<file path="src/rtl/icmp_seq.sv">
// icmp_seq: a multi-cycle wide-integer comparator. It compares the operand
// pair one CW-bit chunk per cycle, starting at the most significant chunk,
// and returns the full set of signed and unsigned relational flags.
//
// Handshakes: a transfer happens on a rising edge where valid && ready are
// both high. The producer holds a/b/in_valid until that edge, and the
// consumer sees the flags qualified by out_valid. in_ready is high only in
// IDLE and out_valid only in DONE, so input and output never overlap in the
// same cycle.
module icmp_seq #(
  parameter int BW         = 64,
  parameter int CW         = 8,
  parameter int EARLY_EXIT = 1
) (
  input  logic          clk,
  input  logic          rst,
  input  logic          in_valid,
  output logic          in_ready,
  input  logic [BW-1:0] a,
  input  logic [BW-1:0] b,
  output logic          out_valid,
  input  logic          out_ready,
  output logic          eq,
  output logic          ne,
  output logic          slt,
  output logic          sle,
  output logic          sgt,
  output logic          sge,
  output logic          ult,
  output logic          ule,
  output logic          ugt,
  output logic          uge,
  output logic [1:0]    dbg_state
);

  localparam int NCHUNK = BW / CW;
  localparam int IW     = (NCHUNK > 1) ? $clog2(NCHUNK) : 1;

  typedef enum logic [1:0] {
    S_IDLE = 2'd0,
    S_RUN  = 2'd1,
    S_DONE = 2'd2
  } state_t;

  state_t        state, state_nx;
  logic [BW-1:0] a_r, b_r;
  logic [IW-1:0] idx;
  logic          differ, lt_u;
  logic [CW-1:0] a_ch, b_ch;
  logic          differ_nx, ltu_nx, last, accept, sgn;

  assign in_ready  = (state == S_IDLE) && !rst;
  assign out_valid = (state == S_DONE);
  assign accept    = in_valid && in_ready;
  assign dbg_state = state;

  // Select the chunk currently addressed by idx from both captured operands.
  always_comb begin
    a_ch = '0;
    b_ch = '0;
    for (int i = 0; i < NCHUNK; i++) begin
      if (idx == IW'(i)) begin
        a_ch = a_r[i*CW +: CW];
        b_ch = b_r[i*CW +: CW];
      end
    end
  end

  // The first differing chunk decides the unsigned ordering; later chunks
  // never overwrite it. 'last' marks the final RUN cycle of a transaction.
  always_comb begin
    differ_nx = differ | (a_ch != b_ch);
    ltu_nx    = differ ? lt_u : (a_ch < b_ch);
    last      = (idx == '0) || ((EARLY_EXIT != 0) && differ_nx);
    sgn       = a_r[BW-1] ^ b_r[BW-1];
  end

  // Next-state logic for the IDLE -> RUN -> DONE cycle.
  always_comb begin
    state_nx = state;
    case (state)
      S_IDLE:  if (accept) state_nx = S_RUN;
      S_RUN:   if (last) state_nx = S_DONE;
      S_DONE:  if (out_ready) state_nx = S_IDLE;
      default: state_nx = S_IDLE;
    endcase
  end

  // State register; reset abandons any transaction in flight.
  always_ff @(posedge clk) begin
    if (rst) state <= S_IDLE;
    else     state <= state_nx;
  end

  // Operand capture and chunk walk; contents are don't-care after reset.
  always_ff @(posedge clk) begin
    if (accept) begin
      a_r    <= a;
      b_r    <= b;
      idx    <= IW'(NCHUNK - 1);
      differ <= 1'b0;
      lt_u   <= 1'b0;
    end else if (state == S_RUN) begin
      differ <= differ_nx;
      lt_u   <= ltu_nx;
      if (!last) idx <= idx - 1'b1;
    end
  end

  // Result flags, registered once at the RUN -> DONE transition. The sign
  // correction only matters when a difference exists: equal operands share
  // their top bit, so sgn is zero in that case.
  always_ff @(posedge clk) begin
    if (rst) begin
      {eq, ne, slt, sle, sgt, sge, ult, ule, ugt, uge} <= '0;
    end else if ((state == S_RUN) && last) begin
      eq  <= ~differ_nx;
      ne  <= differ_nx;
      ult <= ltu_nx;
      uge <= ~ltu_nx;
      ugt <= differ_nx & ~ltu_nx;
      ule <= ~(differ_nx & ~ltu_nx);
      slt <= ltu_nx ^ sgn;
      sge <= ~(ltu_nx ^ sgn);
      sgt <= (differ_nx & ~ltu_nx) ^ sgn;
      sle <= ~((differ_nx & ~ltu_nx) ^ sgn);
    end
  end

endmodule

</file>
<file path="config.mk">
export PLATFORM = sky130hd
export DESIGN_NAME = icmp_seq
export DESIGN_NICKNAME = d
export VERILOG_FILES = /design/src/rtl/icmp_seq.sv
export SDC_FILE = /design/constraint.sdc
export NUM_CORES = 1
export LEC_CHECK = 0
export CELL_PAD_IN_SITES_DETAIL_PLACEMENT = 1
export CELL_PAD_IN_SITES_GLOBAL_PLACEMENT = 2
export CORE_MARGIN = 10
export CORE_UTILIZATION = 27
export CTS_BUF_LIST = sky130_fd_sc_hd__clkbuf_4 sky130_fd_sc_hd__clkbuf_8 sky130_fd_sc_hd__clkbuf_16
export DETAILED_ROUTE_END_ITERATION = 8
export PLACE_DENSITY = 0.69
export SLEW_MARGIN = 5
export SYNTH_ARGS = -nofsm -noshare
export SYNTH_HDL_FRONTEND = slang
export SYNTH_SLANG_ARGS = --single-unit
export TNS_END_PERCENT = 50
</file>
<file path="constraint.sdc">
create_clock -name clk -period 4.79 [get_ports clk]
set_clock_uncertainty 0.1 [all_clocks]
set_input_delay 0.7185 -clock clk [delete_from_list [all_inputs] [get_ports clk]]
set_output_delay 0.7185 -clock clk [all_outputs]
set_load 0.02 [all_outputs]
</file>
==> impl_results.md <==
- Worst Tran Pin Value: 0.934 ns
- Vias in the first global route: 4498
- Achievable frequency: 248 MHz
- Synth Instances: 413
- Synth Area in Simple Gates: 0.0850
- Commonest cells after routing, fill and taps aside: 145 x clkdlybuf4s50_1, 128 x edfxtp_1, 41 x a21oi_1
- Unrepaired setup endpoints after global routing: no
- Max Cap Violations: 0
- Slew Viols, Final: 0
- Antenna cells: 0
- Die area: 0.0282 sq mm
- Mapped Nets: 558
- Cells after DPL: 821
- Core Area: 0.0217 sq mm
- Syn Area/Cell: 14.3 sq um
- Initial Utilization: 0.272
- WL final: 17.0 mm
- GR Layer Usage met1: 0.134
- EDFF count, synth: 128
- Synthesized area: 0.00590 sq mm
- Cell taking the most area after synthesis: edfxtp_1
- Antenna violations before repair: 0
- RePlAce Congestion: 0.780
- Startpoint Class: flop
- Starting DRT DRC Count: 244
- CTS root buf: clkbuf_16
- Non-Filler Instances: 853
- Overflow after GRT: 0
- # H-tree levels: 4
- Compound-Gate Fraction of Synth Area: 0.129
- Layout cells sized above 1: 0.0960
- Status: finished, final reports clean
- Setup Viol. Count Final: 0
- Synthesized-area fraction occupied by adder cells: 0.0276
- Clock Latency Late Sink: 0.41 ns
- Crit Path Category: flop to flop
- Hpwl dp: 12.6 mm
- CTS tree: yes
- Leakage: 2.82 nW
- CP Cell Sequence: inv_1 > ha_2 > buf_12 > o21ai_0 > mux4_2 > ha_1 > nand4_2 > nor4_4 > a21oi_2 > and3_4 > a31o_1 > mux2_2
- Vias: 3969
- CTS Hold Bufs: 0
- Antenna Nets Post-Route: 0
- First-pass DRT Iterations: 4
- CTS Buf Count: 17
- Req. time, crit path: 5.00 ns
- CP Capture Type: flop
- Finished Cell Area: 0.00834 sq mm
- Setup_tns: 0 ns
- XOR/XNOR share of the synthesized area: 0.00445
- Max stage delay cell, worst path: ha_2
- Top-Level Pins: 146
- Post-CTS Resized: 0
- Largest net degree at the start of global routing: 83
- First-pass GRT wire length: 26.0 mm
- Post-Place Cell Area: 0.00772 sq mm
- Vias per cell: 4.65
- DR WL/cell: 20.0 um
- Area grow syn2layout: 41.4%
- Critical Path AT: 4.24 ns
- Primary FF master, synth: edfxtp_1
- Sequential share of the synthesized area: 0.709
- CTS clock-pin slew for the worst setup and hold paths: 0.06 ns
- Clock sink count: 145
- Headroom to the max-slew limit: 0.377
- Ranking of synthesized cells by area: edfxtp_1 65%, dfxtp_1 5.8%, a21oi_1 3.5%
- Period minus WS final: 4.04 ns
- Async SR Flop Fraction: 0
- CTS Buffer Depth: 2
- # rows: 54
- Hold WS: 0.398 ns
- Fin nets: 705
- Mux cell area share after synthesis: 0.0189
- Main combinational cell family by area after synthesis: compound AO/OA/AOI/OAI gates
- Max IR drop VDD: 0.000226 V
- Synthesized flop and latch total: 145
- Pwr Density: 369 mW/mm^2
- Hold Path Class: flop to flop
- Ys Warns: 0
- Final Hold Fails: 0
- Synth top area share: 0.652
- Final Power: 3.08 mW
- Post-synthesis cell type count: 43
- Commonest non-fill, non-tap cell in the layout: clkdlybuf4s50_1
- Met2 GRT Util: 0.210
- CP Max Fanout: 36
- Die Y-Extent: 168 um
- Global-route met3 utilization: 0.0407
- Post-CTS setup buffers: 0
- Die width: 168 um
- Port Buffers: 145
- Global router's overall resource usage: 0.120
- Filler cell count in the final layout: 2245
- Largest stage delay, worst path: 0.59 ns
- Final period util: 0.842
- DRC: 0
- Global route hottest layer: met2
[state kept, by name, indices dropped and copies added (netlist names), 2 cells and up]
name and flops:
dbg_state 2, a_r 64, idx 3, b_r 64
[path summary, 6_finish.rpt]
check	slack [ns]	to	cells after the start	start
worst max-delay path	0.75	sgt	12	idx[0]
worst min-delay path	0.40	lt_u	2	lt_u
worst max register to register	0.75	sgt	12	idx[0]
worst min register to register	0.40	lt_u	2	lt_u
[cells in the mapped netlist (2+ instances only)]
cell type,number
edfxtp_1,128
a21oi_1,41
clkbuf_1,24
nand2_1,20
dfxtp_1,17
o21ai_0,16
inv_1,15
nor2b_1,15
nor3_1,15
nor2_1,14
ha_1,13
a22oi_1,12
a211oi_1,10
a221o_1,10
a221oi_1,10
nand3b_1,10
a21o_1,4
mux4_2,4
and2_1,3
nand2b_1,3
o211ai_1,3
nand3_1,2
nor4_1,2
o21a_1,2
xnor2_1,2
[area by class of cell]
cell class / count / area, sq um / share of cell area
tap: 280 / 350 / 0.0420
timing repair buffer: 153 / 1550 / 0.186
clock buffer: 19 / 440 / 0.0528
sequential: 145 / 4180 / 0.501
multi-input combinational: 228 / 1580 / 0.189
inverter: 15 / 58.8 / 0.00705
clock inverter: 13 / 185 / 0.0222
[critical path: cells and delay by family, from the launching register on]
family                   cells  cell delay (ns)
AND/OR/NAND/NOR              3             0.86
adder cells (fa/ha/maj)      2             0.94
buffers and inverters        2             0.42
AO/OA/AOI/OAI                3             0.48
flip-flops                   1             0.34
multiplexers                 2             0.76
[cell families after synthesis]
| kind of cell | after synthesis |
|---|---|
| AOI/OAI and AO/OA | 115 |
| DFF | 145 |
| buffers and inverters | 40 |
| adders and majority gates | 13 |
| muxes | 6 |
| and+or+nand+nor | 91 |
| xor gates and xnor gates | 3 |
[report_power, final]
part | switching (mW) | total, mW | internal (mW)
Clock | 0.504 | 1.39 | 0.885
Combinational | 0.0915 | 0.219 | 0.128
Sequential | 0.0242 | 1.47 | 1.44
Total | 0.620 | 3.08 | 2.46
[metrics by stage]
step           setup slack [ns]  utilization
3_5_place_dp              0.748        0.356
4_1_cts                   0.692        0.385
5_1_grt                   0.515        0.385
6_report                  0.754        0.385
3_3_place_gp              0.838        0.356
2_1_floorplan            0.0262            -
[routing by layer]
layer  vias to the layer above  share of wire  routed length, um
met5                         -              0                  0
met4                         0          0.013                223
met3                        17          0.052                884
met2                       106           0.52               8790
met1                      1951           0.42               7150
li1                       1895              -                  -
No activity file was read; power rests on OpenSTA's default activity.
